<file path="src/rtl/axi_lite_master_ctrl.sv">
`default_nettype none
// ============================================================================
// Module      : axi_lite_master_ctrl
// Description : AXI4-Lite initiator. Converts a one-at-a-time command port
//               into single-beat AXI writes/reads and reports completion on
//               a one-cycle rsp_* pulse. One transaction outstanding at most.
//               Optional handshake watchdog: define AXI_MASTER_TIMEOUT_EN.
// Revision    : 1.0 - initial release
// ============================================================================
module axi_lite_master_ctrl #(
    parameter int ADDR_WIDTH     = 4,
    parameter int DATA_WIDTH     = 32,
    parameter int TIMEOUT_CYCLES = 64
) (
    input  logic                    ACLK,
    input  logic                    ARESETn,
    input  logic                    cmd_valid,
    output logic                    cmd_ready,
    input  logic                    cmd_write,
    input  logic [ADDR_WIDTH-1:0]   cmd_addr,
    input  logic [DATA_WIDTH-1:0]   cmd_wdata,
    input  logic [DATA_WIDTH/8-1:0] cmd_wstrb,
    output logic                    rsp_valid,
    output logic                    rsp_write,
    output logic [DATA_WIDTH-1:0]   rsp_rdata,
    output logic                    rsp_err,
    output logic                    busy,
    output logic [ADDR_WIDTH-1:0]   AWADDR,
    output logic                    AWVALID,
    input  logic                    AWREADY,
    output logic [DATA_WIDTH-1:0]   WDATA,
    output logic [DATA_WIDTH/8-1:0] WSTRB,
    output logic                    WVALID,
    input  logic                    WREADY,
    input  logic                    BVALID,
    output logic                    BREADY,
    output logic [ADDR_WIDTH-1:0]   ARADDR,
    output logic                    ARVALID,
    input  logic                    ARREADY,
    input  logic [DATA_WIDTH-1:0]   RDATA,
    input  logic                    RVALID,
    output logic                    RREADY
);

    typedef enum logic [2:0] {
        S_IDLE    = 3'd0,
        S_WR_AW_W = 3'd1,
        S_WR_B    = 3'd2,
        S_RD_AR   = 3'd3,
        S_RD_R    = 3'd4
    } state_t;

    state_t                  r_state,     w_state_nxt;
    logic                    r_cmd_ready, w_cmd_ready_nxt;
    logic                    r_awvalid,   w_awvalid_nxt;
    logic                    r_wvalid,    w_wvalid_nxt;
    logic                    r_bready,    w_bready_nxt;
    logic                    r_arvalid,   w_arvalid_nxt;
    logic                    r_rready,    w_rready_nxt;
    logic                    r_aw_done,   w_aw_done_nxt;
    logic                    r_w_done,    w_w_done_nxt;
    logic                    r_rsp_valid, w_rsp_valid_nxt;
    logic                    r_rsp_write, w_rsp_write_nxt;
    logic [DATA_WIDTH-1:0]   r_rsp_rdata, w_rsp_rdata_nxt;
    logic [ADDR_WIDTH-1:0]   r_awaddr,    w_awaddr_nxt;
    logic [DATA_WIDTH-1:0]   r_wdata,     w_wdata_nxt;
    logic [DATA_WIDTH/8-1:0] r_wstrb,     w_wstrb_nxt;
    logic [ADDR_WIDTH-1:0]   r_araddr,    w_araddr_nxt;

    // Channel handshakes, qualified by the registered VALID/READY we drive
    logic w_aw_hs, w_w_hs, w_b_hs, w_ar_hs, w_r_hs;
    assign w_aw_hs = r_awvalid & AWREADY;
    assign w_w_hs  = r_wvalid  & WREADY;
    assign w_b_hs  = BVALID    & r_bready;
    assign w_ar_hs = r_arvalid & ARREADY;
    assign w_r_hs  = RVALID    & r_rready;

`ifdef AXI_MASTER_TIMEOUT_EN
    localparam int                  c_WDOG_W    = $clog2(TIMEOUT_CYCLES + 1);
    localparam logic [c_WDOG_W-1:0] c_WDOG_LAST = c_WDOG_W'(TIMEOUT_CYCLES - 1);

    logic [c_WDOG_W-1:0] r_wdog, w_wdog_nxt;
    logic                r_rsp_err, w_rsp_err_nxt;
    logic                w_wdog_expired;

    // Current cycle is the TIMEOUT_CYCLES-th spent in this non-idle state
    assign w_wdog_expired = (r_state != S_IDLE) && (r_wdog == c_WDOG_LAST);
    assign rsp_err        = r_rsp_err;
`else
    localparam int c_unused_timeout = TIMEOUT_CYCLES;
    assign rsp_err = 1'b0;
`endif

    // Next-state and next-output logic; every output is registered
    always_comb begin
        w_state_nxt     = r_state;
        w_cmd_ready_nxt = r_cmd_ready;
        w_awvalid_nxt   = r_awvalid;
        w_wvalid_nxt    = r_wvalid;
        w_bready_nxt    = r_bready;
        w_arvalid_nxt   = r_arvalid;
        w_rready_nxt    = r_rready;
        w_aw_done_nxt   = r_aw_done;
        w_w_done_nxt    = r_w_done;
        w_rsp_valid_nxt = 1'b0;
        w_rsp_write_nxt = r_rsp_write;
        w_rsp_rdata_nxt = r_rsp_rdata;
        w_awaddr_nxt    = r_awaddr;
        w_wdata_nxt     = r_wdata;
        w_wstrb_nxt     = r_wstrb;
        w_araddr_nxt    = r_araddr;
`ifdef AXI_MASTER_TIMEOUT_EN
        w_rsp_err_nxt   = 1'b0;
        w_wdog_nxt      = '0;
`endif
        case (r_state)
            S_IDLE: begin
                w_cmd_ready_nxt = 1'b1;
                if (cmd_valid && r_cmd_ready) begin
                    w_cmd_ready_nxt = 1'b0;
                    if (cmd_write) begin
                        w_state_nxt   = S_WR_AW_W;
                        w_awaddr_nxt  = cmd_addr;
                        w_wdata_nxt   = cmd_wdata;
                        w_wstrb_nxt   = cmd_wstrb;
                        w_awvalid_nxt = 1'b1;
                        w_wvalid_nxt  = 1'b1;
                        w_aw_done_nxt = 1'b0;
                        w_w_done_nxt  = 1'b0;
                    end else begin
                        w_state_nxt   = S_RD_AR;
                        w_araddr_nxt  = cmd_addr;
                        w_arvalid_nxt = 1'b1;
                    end
                end
            end
            S_WR_AW_W: begin
                // AW and W retire independently; leave once both have
                if (w_aw_hs) begin
                    w_awvalid_nxt = 1'b0;
                    w_aw_done_nxt = 1'b1;
                end
                if (w_w_hs) begin
                    w_wvalid_nxt = 1'b0;
                    w_w_done_nxt = 1'b1;
                end
                if ((r_aw_done || w_aw_hs) && (r_w_done || w_w_hs)) begin
                    w_state_nxt  = S_WR_B;
                    w_bready_nxt = 1'b1;
                end
            end
            S_WR_B: begin
                if (w_b_hs) begin
                    w_bready_nxt    = 1'b0;
                    w_rsp_valid_nxt = 1'b1;
                    w_rsp_write_nxt = 1'b1;
                    w_cmd_ready_nxt = 1'b1;
                    w_state_nxt     = S_IDLE;
                end
            end
            S_RD_AR: begin
                if (w_ar_hs) begin
                    w_arvalid_nxt = 1'b0;
                    w_rready_nxt  = 1'b1;
                    w_state_nxt   = S_RD_R;
                end
            end
            S_RD_R: begin
                if (w_r_hs) begin
                    w_rready_nxt    = 1'b0;
                    w_rsp_rdata_nxt = RDATA;
                    w_rsp_valid_nxt = 1'b1;
                    w_rsp_write_nxt = 1'b0;
                    w_cmd_ready_nxt = 1'b1;
                    w_state_nxt     = S_IDLE;
                end
            end
            default: begin
                w_state_nxt = S_IDLE;
            end
        endcase
`ifdef AXI_MASTER_TIMEOUT_EN
        // A state change on the limit cycle means a handshake completed; it wins
        if (w_wdog_expired && (w_state_nxt == r_state)) begin
            w_awvalid_nxt   = 1'b0;
            w_wvalid_nxt    = 1'b0;
            w_bready_nxt    = 1'b0;
            w_arvalid_nxt   = 1'b0;
            w_rready_nxt    = 1'b0;
            w_rsp_valid_nxt = 1'b1;
            w_rsp_err_nxt   = 1'b1;
            w_rsp_write_nxt = (r_state == S_WR_AW_W) || (r_state == S_WR_B);
            w_cmd_ready_nxt = 1'b1;
            w_state_nxt     = S_IDLE;
        end
        if ((r_state != S_IDLE) && (w_state_nxt == r_state)) begin
            w_wdog_nxt = r_wdog + 1'b1;
        end
`endif
    end

    // State and output registers, cleared asynchronously
    always_ff @(posedge ACLK or negedge ARESETn) begin
        if (!ARESETn) begin
            r_state     <= S_IDLE;
            r_cmd_ready <= 1'b0;
            r_awvalid   <= 1'b0;
            r_wvalid    <= 1'b0;
            r_bready    <= 1'b0;
            r_arvalid   <= 1'b0;
            r_rready    <= 1'b0;
            r_aw_done   <= 1'b0;
            r_w_done    <= 1'b0;
            r_rsp_valid <= 1'b0;
            r_rsp_write <= 1'b0;
            r_rsp_rdata <= '0;
            r_awaddr    <= '0;
            r_wdata     <= '0;
            r_wstrb     <= '0;
            r_araddr    <= '0;
`ifdef AXI_MASTER_TIMEOUT_EN
            r_wdog      <= '0;
            r_rsp_err   <= 1'b0;
`endif
        end else begin
            r_state     <= w_state_nxt;
            r_cmd_ready <= w_cmd_ready_nxt;
            r_awvalid   <= w_awvalid_nxt;
            r_wvalid    <= w_wvalid_nxt;
            r_bready    <= w_bready_nxt;
            r_arvalid   <= w_arvalid_nxt;
            r_rready    <= w_rready_nxt;
            r_aw_done   <= w_aw_done_nxt;
            r_w_done    <= w_w_done_nxt;
            r_rsp_valid <= w_rsp_valid_nxt;
            r_rsp_write <= w_rsp_write_nxt;
            r_rsp_rdata <= w_rsp_rdata_nxt;
            r_awaddr    <= w_awaddr_nxt;
            r_wdata     <= w_wdata_nxt;
            r_wstrb     <= w_wstrb_nxt;
            r_araddr    <= w_araddr_nxt;
`ifdef AXI_MASTER_TIMEOUT_EN
            r_wdog      <= w_wdog_nxt;
            r_rsp_err   <= w_rsp_err_nxt;
`endif
        end
    end

    assign cmd_ready = r_cmd_ready;
    assign rsp_valid = r_rsp_valid;
    assign rsp_write = r_rsp_write;
    assign rsp_rdata = r_rsp_rdata;
    assign busy      = (r_state != S_IDLE);
    assign AWADDR    = r_awaddr;
    assign AWVALID   = r_awvalid;
    assign WDATA     = r_wdata;
    assign WSTRB     = r_wstrb;
    assign WVALID    = r_wvalid;
    assign BREADY    = r_bready;
    assign ARADDR    = r_araddr;
    assign ARVALID   = r_arvalid;
    assign RREADY    = r_rready;

endmodule
`default_nettype wire

</file>
<file path="config.mk">
export PLATFORM = sky130hd
export DESIGN_NAME = axi_lite_master_ctrl
export DESIGN_NICKNAME = d
export VERILOG_FILES = /design/src/rtl/axi_lite_master_ctrl.sv
export SDC_FILE = /design/constraint.sdc
export NUM_CORES = 1
export LEC_CHECK = 0
export CORE_ASPECT_RATIO = 0.6
export CORE_MARGIN = 3
export CORE_UTILIZATION = 67
export DETAILED_ROUTE_END_ITERATION = 10
export DONT_BUFFER_PORTS = 1
export GPL_ROUTABILITY_DRIVEN = 0
export GPL_TIMING_DRIVEN = 0
export MAX_ROUTING_LAYER = met4
export PLACE_DENSITY = 0.94
export SYNTH_ARGS = -nofsm -noshare
export SYNTH_HDL_FRONTEND = slang
export SYNTH_SLANG_ARGS = --single-unit
</file>
<file path="constraint.sdc">
create_clock -name ACLK -period 5.3 [get_ports ACLK]
set_input_delay 0.265 -clock ACLK [delete_from_list [all_inputs] [get_ports ACLK]]
set_output_delay 0.265 -clock ACLK [all_outputs]
set_load 0.02 [all_outputs]
</file>
Word level (Yosys, flattened, before mapping). Cells that the tools add are included.

Eq/ne operators: 13. Muxes and demuxes: 37. Bitwise logic cells: 6. Reduce and logical (&&, ||, !) cells: 23.

Operators with widths (number): 2-to-1 mux 1 bit (20); inequality test 2 bit (second input constant) (9); case mux 1 bit (2 select lines) (9); AND reduction 3 bit (6); 2-to-1 mux 3 bit (5); case mux 3 bit (5 select lines) (1); AND reduction 4 bit (3); nonzero test 2 bit (5); equality test 3 x 2 -> 1 bit (second input constant) (2); nonzero test 3 bit (2); AND 1 bit (5); AND reduction 5 bit (1); equality test 3 x 1 -> 1 bit (second input constant) (1); equality test 3 bit (second input constant) (1); zero test 3 bit (1); case mux 1 bit (3 select lines) (1); logical AND 1 bit (2); logical OR 1 bit (2); 2-to-1 mux 2 bit (1); AND reduction 2 bit (1); inverter 1 bit (1).

Bits in registers: 89. Input port bits: 81. Output and inout bits: 86. Word-level logic and storage cells: 95.

Longest topological paths before layout. Gate-level depths: netlist (run 1).

Word-level depth: 5. Mapped depth: 7.

Worst setup path before layout (run 1). Ideal clock, no wire load.

Kind: register -> register. Start point: register r_state[2]. End point: register r_awaddr[0] (netlist: AWADDR[0]). Data arrival time: 1.649 ns. Data required time: 5.175 ns. Setup slack: 3.526 ns. Cell stages (with the launch flop): 8. Path buffers: 3. Period minus slack after synthesis: 1.774 ns. Cell sequence: dfrtp_1 buf_6 or3_1 buf_2 nor2_8 nand2_4 buf_6 mux2_4.

Longest elaborated chain between the ends: 2.

RTL lines: start: declaration (RTL line 53) `state_t r_state, w_state_nxt;`; start signal: assignment (RTL line 226) `r_state <= w_state_nxt;`; zero test 3 bit (RTL line 116) `case (r_state)`; AND reduction 3 bit (no line); end signal: assignment (RTL line 238) `r_awaddr <= w_awaddr_nxt;`; end: declaration (RTL line 65) `logic [ADDR_WIDTH-1:0] r_awaddr, w_awaddr_nxt;`.

No other way between the ends. A chain may end at the register's enable or synchronous reset.

Worst setup path in the final report (run 1).
Start point: register r_state[1]. End point: register r_wdata[17] (netlist: WDATA[17]).

Longest elaborated chain between the ends: 2.

RTL lines: zero test 3 bit (RTL line 116); AND reduction 3 bit (no line); end signal: assignment (RTL line 239) `r_wdata <= w_wdata_nxt;`; end: declaration (RTL line 66) `logic [DATA_WIDTH-1:0] r_wdata, w_wdata_nxt;`.

No other way between the ends.

==> results of run 1 <==
-- metal layers --
metal	routed length [um]	part of all wire [%]	vias to the layer above	track usage [%]
li1	-	-	818	-
met1	2730	35	992	27.3
met2	4170	53	124	44.1
met3	963	12	2	13.0
met4	17	0.22	0	4.54
met5	0	0	-	-
-- placed cells by master, fill, tap and decap left out, drive strengths merged, types with 4 or more instances in the layout --
cell type and n:
nor2 4, buf 11, mux2 77, nand2 8, o21ai 5, clkbuf 11
a21oi 7, dlygate4sd3 4, dfrtp 89
-- worst reg2reg max path, stage by stage, from the launching register on --
cell and delay (ps):
dfrtp_1 470, or3_1 400, buf_2 230, nor2_8 180, nand2_4 120, buf_6 180
mux2_4 310
-- per-stage QoR --
stage	hold slack (ps)	setup slack, ps	cell area [um^2]
6_report	23.3	3300	3960
5_1_grt	18.4	3210	3960
4_1_cts	8.78	3320	3950
3_5_place_dp	-28.8	3370	3680
3_3_place_gp	-28.6	3410	3680
2_1_floorplan	-30.6	3530	3600
-- worst paths after layout --
check                                           endpoint  slack (ps)  cells past startpoint
max in group asynchronous          AWADDR[2]$_DFFE_PN0P_        4470                      2
worst min register to register     r_aw_done$_DFFE_PN0P_         520                      1
min in group asynchronous       rsp_rdata[6]$_DFFE_PN0P_         490                      2
worst max register to register     WDATA[17]$_DFFE_PN0P_        3300                      6
worst min-delay path                  BREADY$_DFFE_PN0P_          20                      1
worst max-delay path               WDATA[17]$_DFFE_PN0P_        3300                      6
-- where the power goes --
group	switching [mW]	internal [mW]	total, mW
Combinational	0.0138	0.00576	0.0195
Sequential	0.000000000000000188	0.678	0.678
Clock	0.232	0.246	0.478
-- flip-flops by register name (all words and copies together), names as in the netlist --
signal / count
ARADDR: 4
ARVALID: 1
AWADDR: 4
AWVALID: 1
BREADY: 1
RREADY: 1
WDATA: 32
WSTRB: 4
WVALID: 1
cmd_ready: 1
r_aw_done: 1
r_state: 3
r_w_done: 1
rsp_rdata: 32
rsp_valid: 1
rsp_write: 1
-- kinds of logic (layout without fill, tap and decap cells) --
group,Yosys count,count (layout)
mux,77,77
simple gates,21,21
buf+inv,12,33
compound gates,22,22
other cells,1,1
flops,89,89
-- cell type report --
type | instances | area share, %
Buffer | 10 | 2.12
Inverter | 2 | 0.189
Clock buffer | 11 | 3.82
Sequential cell | 89 | 56.2
Multi-Input combinational cell | 121 | 32.4
Clock inverter | 5 | 1.58
Tap cell | 63 | 1.99
Timing Repair Buffer | 5 | 1.71
==> flow_metrics.tcl, run 1 <==
set metrics [dict create \
    arrival_ps 2230 \
    grt-ovfl-total 0 \
    start_util_pct 73.9 \
    synth_edf_count 0 \
    ys_seq_area_share_pct 61.8 \
    grt_max_degree 90 \
    dp_cells 285 \
    viasPerCell 6.33 \
    cts.htree.levels 3 \
    r2r_start "r_state[1]$_DFFE_PN0P_" \
    vdd_drop_max_mv 0.241 \
    critPathTopFamily "simple AND/OR/NAND/NOR gates" \
    rsz0062_at_grt "false" \
    clkLatencyLatePin_ps 340 \
    synth_adder_area_share_pct 0 \
    drc 0 \
    avgSynthCellArea_um2 16.2 \
    synth_cell_type_count 27 \
    ys_async_sr_fraction_pct 100 \
    synth_compound_area_share_pct 3.86 \
    io_buffers 0 \
    period_share_pct 37.8 \
    drt-pass1-iter-count 4 \
    hp-class "input port to flip-flop" \
    cts_setup_buffers 0 \
    detail-route-antenna-nets 0 \
    hpwl_um 5550 \
    numCtsBuffers 9 \
    max_freq_mhz 500 \
    ctsResizeCount 0 \
    routed_wl_um 7880 \
    hold_viol 0 \
    hold_buffers 4 \
    grtUsageTotal_pct 25.8 \
    rows 19 \
    synth_top_family_by_area "multiplexers" \
    cts_tree "built" \
    fin_nets 319 \
    synth_mux_area_share_pct 28.0 \
    wl_per_cell_um 25.8 \
    maxSlewHeadroom_pct 42.2 \
    setup_viol 0 \
    antenna_cells 0 \
    final_core_util_pct 81.3 \
    timing.final.crit_period_ps 2000 \
    crit_path_max_fanout 10 \
    synth_common_cells "89 x dfrtp_1, 39 x mux2_2, 38 x mux2_4" \
    synth_area_leader_cell "dfrtp_1" \
    ff_latch_area_um2 2230 \
    end_kind "flip-flop" \
    drtIter0Drc 95 \
    core_area_um2 4870 \
    drv_slew 0 \
    fillerInstances 256 \
    path_clk_slew_ps 80 \
    cp_slowest_cell "dfrtp_1" \
    synth.most_common_cell "dfrtp_1" \
    synth-seq-cells 89 \
    die_x_um 101 \
    multiInputGateArea_um2 1280 \
    num_vias 1936 \
    syn_nets 303 \
    synth_ff_type "dfrtp_1" \
    grt_pass1_wl_um 11900 \
    worstSetupStartpointType "flip-flop" \
    fin_worst_skew_ps 7.08 \
    min_from "BVALID" \
    clockBufferDepth 2 \
    max_stage_delay_ps 470 \
    synth_top_area_share_pct 61.8 \
    critPathKind "flip-flop to flip-flop" \
    die-area_um2 6320 \
    first_global_vias 2105 \
    ioPinCount 167 \
    die_y_um 62.8 \
    synth_xor_area_share_pct 0 \
    yosys.area_share.simple_pct 3.65 \
    worst_slew_pin_slew_ps 865 \
    synthToLayoutAreaGrowth_pct 10.0 \
    maxCapViolCount 0 \
    cp_num_buf_inv 2 \
    cts_root_buf "clkbuf_8" \
    syn_inst 222 \
    final-instance-count-excl-fill 306 \
    yosys_warnings 0 \
    worstPathRequired_ps 5530 \
    syn_area_um2 3600 \
    crit_start "r_state[1]$_DFFE_PN0P_" \
    fin_setup_tns_ps 0 \
    p_per_area_nw_per_um2 297 \
    status "finished, final reports clean" \
    drive_gt1_share_pct 44.0 \
    ys_top_cells_by_area "dfrtp_1 62%, mux2_4 16%, mux2_2 12%" \
    p_leak_nw 2.14 \
    cts.sinks 89 \
    antenna_found_initial 0 \
    power_mw 1.18 \
    crit_chain "or3_1 -> buf_2 -> nor2_8 -> nand2_4 -> buf_6 -> mux2_4" \
]
Power figures use the tool's default switching activity.
==> inputs of run 2 (changes only) <==
- ABC_AREA: unset -> 1
- CORE_UTILIZATION: 67 -> 56
- PLACE_DENSITY: 0.94 -> 0.85
- clock period: 5.3 -> 1.7 ns (I/O delays scaled with it)
==> run 2 against run 1 <==
  * The flow now finishes with violations (hold timing)
  * Sequential power rose to 3.1 times the previous value
  * Register-to-register slack got worse by 3100 ps
  * Final cell count rose by 89%
  * Sequential cell count did not move
  * Maximum frequency rose by 35%
  * Combinational power rose to 8.1 times the previous value
  * Setup slack got worse by 3100 ps
  * Clock skew rose by 2.8 ps
  * Worst hold slack got worse by 600 ps
  * Power rose to 3.2 times the previous value
  * Design area rose by 17%
  * Critical path depth rose by 1
  * Critical path type unchanged
  * Highest routed layer unchanged
==> flow_metrics.tcl, run 2 <==
set metrics [dict create \
    rows 21 \
    hold_slack_ps -574 \
    grt-ovfl-total 0 \
    drtIter0Drc 292 \
    max_freq_mhz 673 \
    cts_root_buf "clkbuf_8" \
    violations "hold timing" \
    drc 0 \
    cts.htree.levels 3 \
    clockBufferDepth 2 \
    cp_slowest_cell "dfrtp_1" \
    synth_ff_type "dfrtp_1" \
    fin_nets 574 \
    drive_gt1_share_pct 8.85 \
    antenna_cells 0 \
    io_buffers 0 \
    core_area_um2 5890 \
    wl_per_cell_um 16.2 \
    first_global_vias 3002 \
    avgSynthCellArea_um2 8.82 \
    ys_async_sr_fraction_pct 100 \
    hold_viol 89 \
    syn_inst 407 \
    critPathTopFamily "simple AND/OR/NAND/NOR gates" \
    grtUsageTotal_pct 26.7 \
    period_share_pct 87.4 \
    syn_area_um2 3590 \
    num_vias 2975 \
    maxCapViolCount 0 \
    synth_top_area_share_pct 62.0 \
    hold_buffers 75 \
    fin_setup_tns_ps 0 \
    clkLatencyLatePin_ps 340 \
    antenna_found_initial 0 \
    routed_wl_um 9350 \
    arrival_ps 1710 \
    detail-route-antenna-nets 0 \
    synth_cell_type_count 20 \
    yosys_warnings 0 \
    die-area_um2 7440 \
    max_stage_delay_ps 470 \
    p_leak_nw 2.54 \
    crit_chain "nor2_2 -> nand2_1 -> nor2_4 -> inv_2 -> buf_6 -> nand2_1 -> nand2_1" \
    ioPinCount 167 \
    final_common_cell "nand2_1" \
    ys_top_cells_by_area "dfrtp_1 62%, nand2_1 26%, buf_6 2.8%" \
    worstPathRequired_ps 1930 \
    drt-pass1-iter-count 4 \
    hpwl_um 5940 \
    fin_worst_skew_ps 9.90 \
    p_per_area_nw_per_um2 803 \
    hp-class "input port to async pin" \
    synth_edf_count 0 \
    ctsResizeCount 0 \
    cts_tree "built" \
    drv_slew 0 \
    syn_nets 488 \
    multiInputGateArea_um2 1150 \
    cts_setup_buffers 0 \
    status "finished with violations" \
    path_clk_slew_ps 90 \
    synth.most_common_cell "nand2_1" \
    vdd_drop_max_mv 0.485 \
    cts.sinks 89 \
    setup_slack_ps 214 \
    power_mw 3.73 \
    die_x_um 109 \
    setup_viol 0 \
    crit_path_max_fanout 10 \
    synth_common_cells "244 x nand2_1, 89 x dfrtp_1, 11 x inv_1" \
    end_kind "flip-flop" \
    ff_latch_area_um2 2230 \
    synthToLayoutAreaGrowth_pct 29.4 \
    start_util_pct 61.0 \
    timing.final.crit_period_ps 1490 \
    critPathKind "flip-flop to flip-flop" \
    grt_pass1_wl_um 14600 \
    fillerInstances 380 \
    ys_seq_area_share_pct 62.0 \
    grt_max_degree 90 \
    viasPerCell 5.16 \
    synth-seq-cells 89 \
    final_cell_mix "244 x nand2_1, 89 x dfrtp_1, 75 x dlygate4sd3_1" \
    pre_cts_slack_ps 236 \
    die_y_um 68.0 \
    worstSetupStartpointType "flip-flop" \
    numCtsBuffers 9 \
    cp_num_buf_inv 2 \
    synth_area_leader_cell "dfrtp_1" \
    rsz0062_at_grt "false" \
    worst_path_most_repeated_cell "nand2_1" \
]
-- run 2: area by class of cell --
type | count | area share (%)
repair buffers | 75 | 16.2
inverters | 15 | 1.21
clock buffers | 11 | 3.26
well taps | 80 | 2.16
plain buffers | 16 | 3.26
multi-input cells | 287 | 24.9
clock inverters | 4 | 1.13
flip-flops and latches | 89 | 48.0
-- run 2: path summary, 6_finish.rpt --
| kind | from | to | slack (ps) | cells past startpoint |
|---|---|---|---|---|
| max reg2reg | r_state[0]$_DFFE_PN0P_ | rsp_rdata[16]$_DFFE_PN0P_ | 210 | 7 |
| max | r_state[0]$_DFFE_PN0P_ | rsp_rdata[16]$_DFFE_PN0P_ | 210 | 7 |
| min in group ACLK | cmd_write | r_state[1]$_DFFE_PN0P_ | 50 | 5 |
| min reg2reg | r_w_done$_DFFE_PN0P_ | r_w_done$_DFFE_PN0P_ | 510 | 2 |
| max in group asynchronous | ARESETn | WDATA[1]$_DFFE_PN0P_ | 2160 | 0 |
| min | ARESETn | ARADDR[3]$_DFFE_PN0P_ | -570 | 0 |
-- run 2: routing by layer --
layer	track usage (%)	part of all wire (%)
met3	7.73	7.6
met4	8.71	2.0
met2	44.7	50
met1	31.6	40
met5	-	0
-- run 2: cells by family after synthesis --
group	count (synthesis)	synth area share, %
buffers and inverters	31	5.79
and+or+nand+nor	269	29.3
DFF	89	62.0
AOI/OAI and AO/OA	17	2.79
other	1	0.104
-- run 2: metrics by stage --
stage               util [%]  cells  area, um^2
finish                  78.9    577        4640
global route            78.9    577        4640
CTS                     78.9    577        4640
detailed placement      62.7    487        3690
global placement        62.7    487        3690
floorplan                  -    407        3590
-- run 2: where the power goes --
part / internal [mW] / leakage, nW / total, mW / switching (mW)
logic: 0.118 / 1.21 / 0.158 / 0.0402
registers: 2.11 / 1.23 / 2.11 / 0
clock network: 0.755 / 0.105 / 1.46 / 0.701
total: 2.99 / 2.54 / 3.73 / 0.741
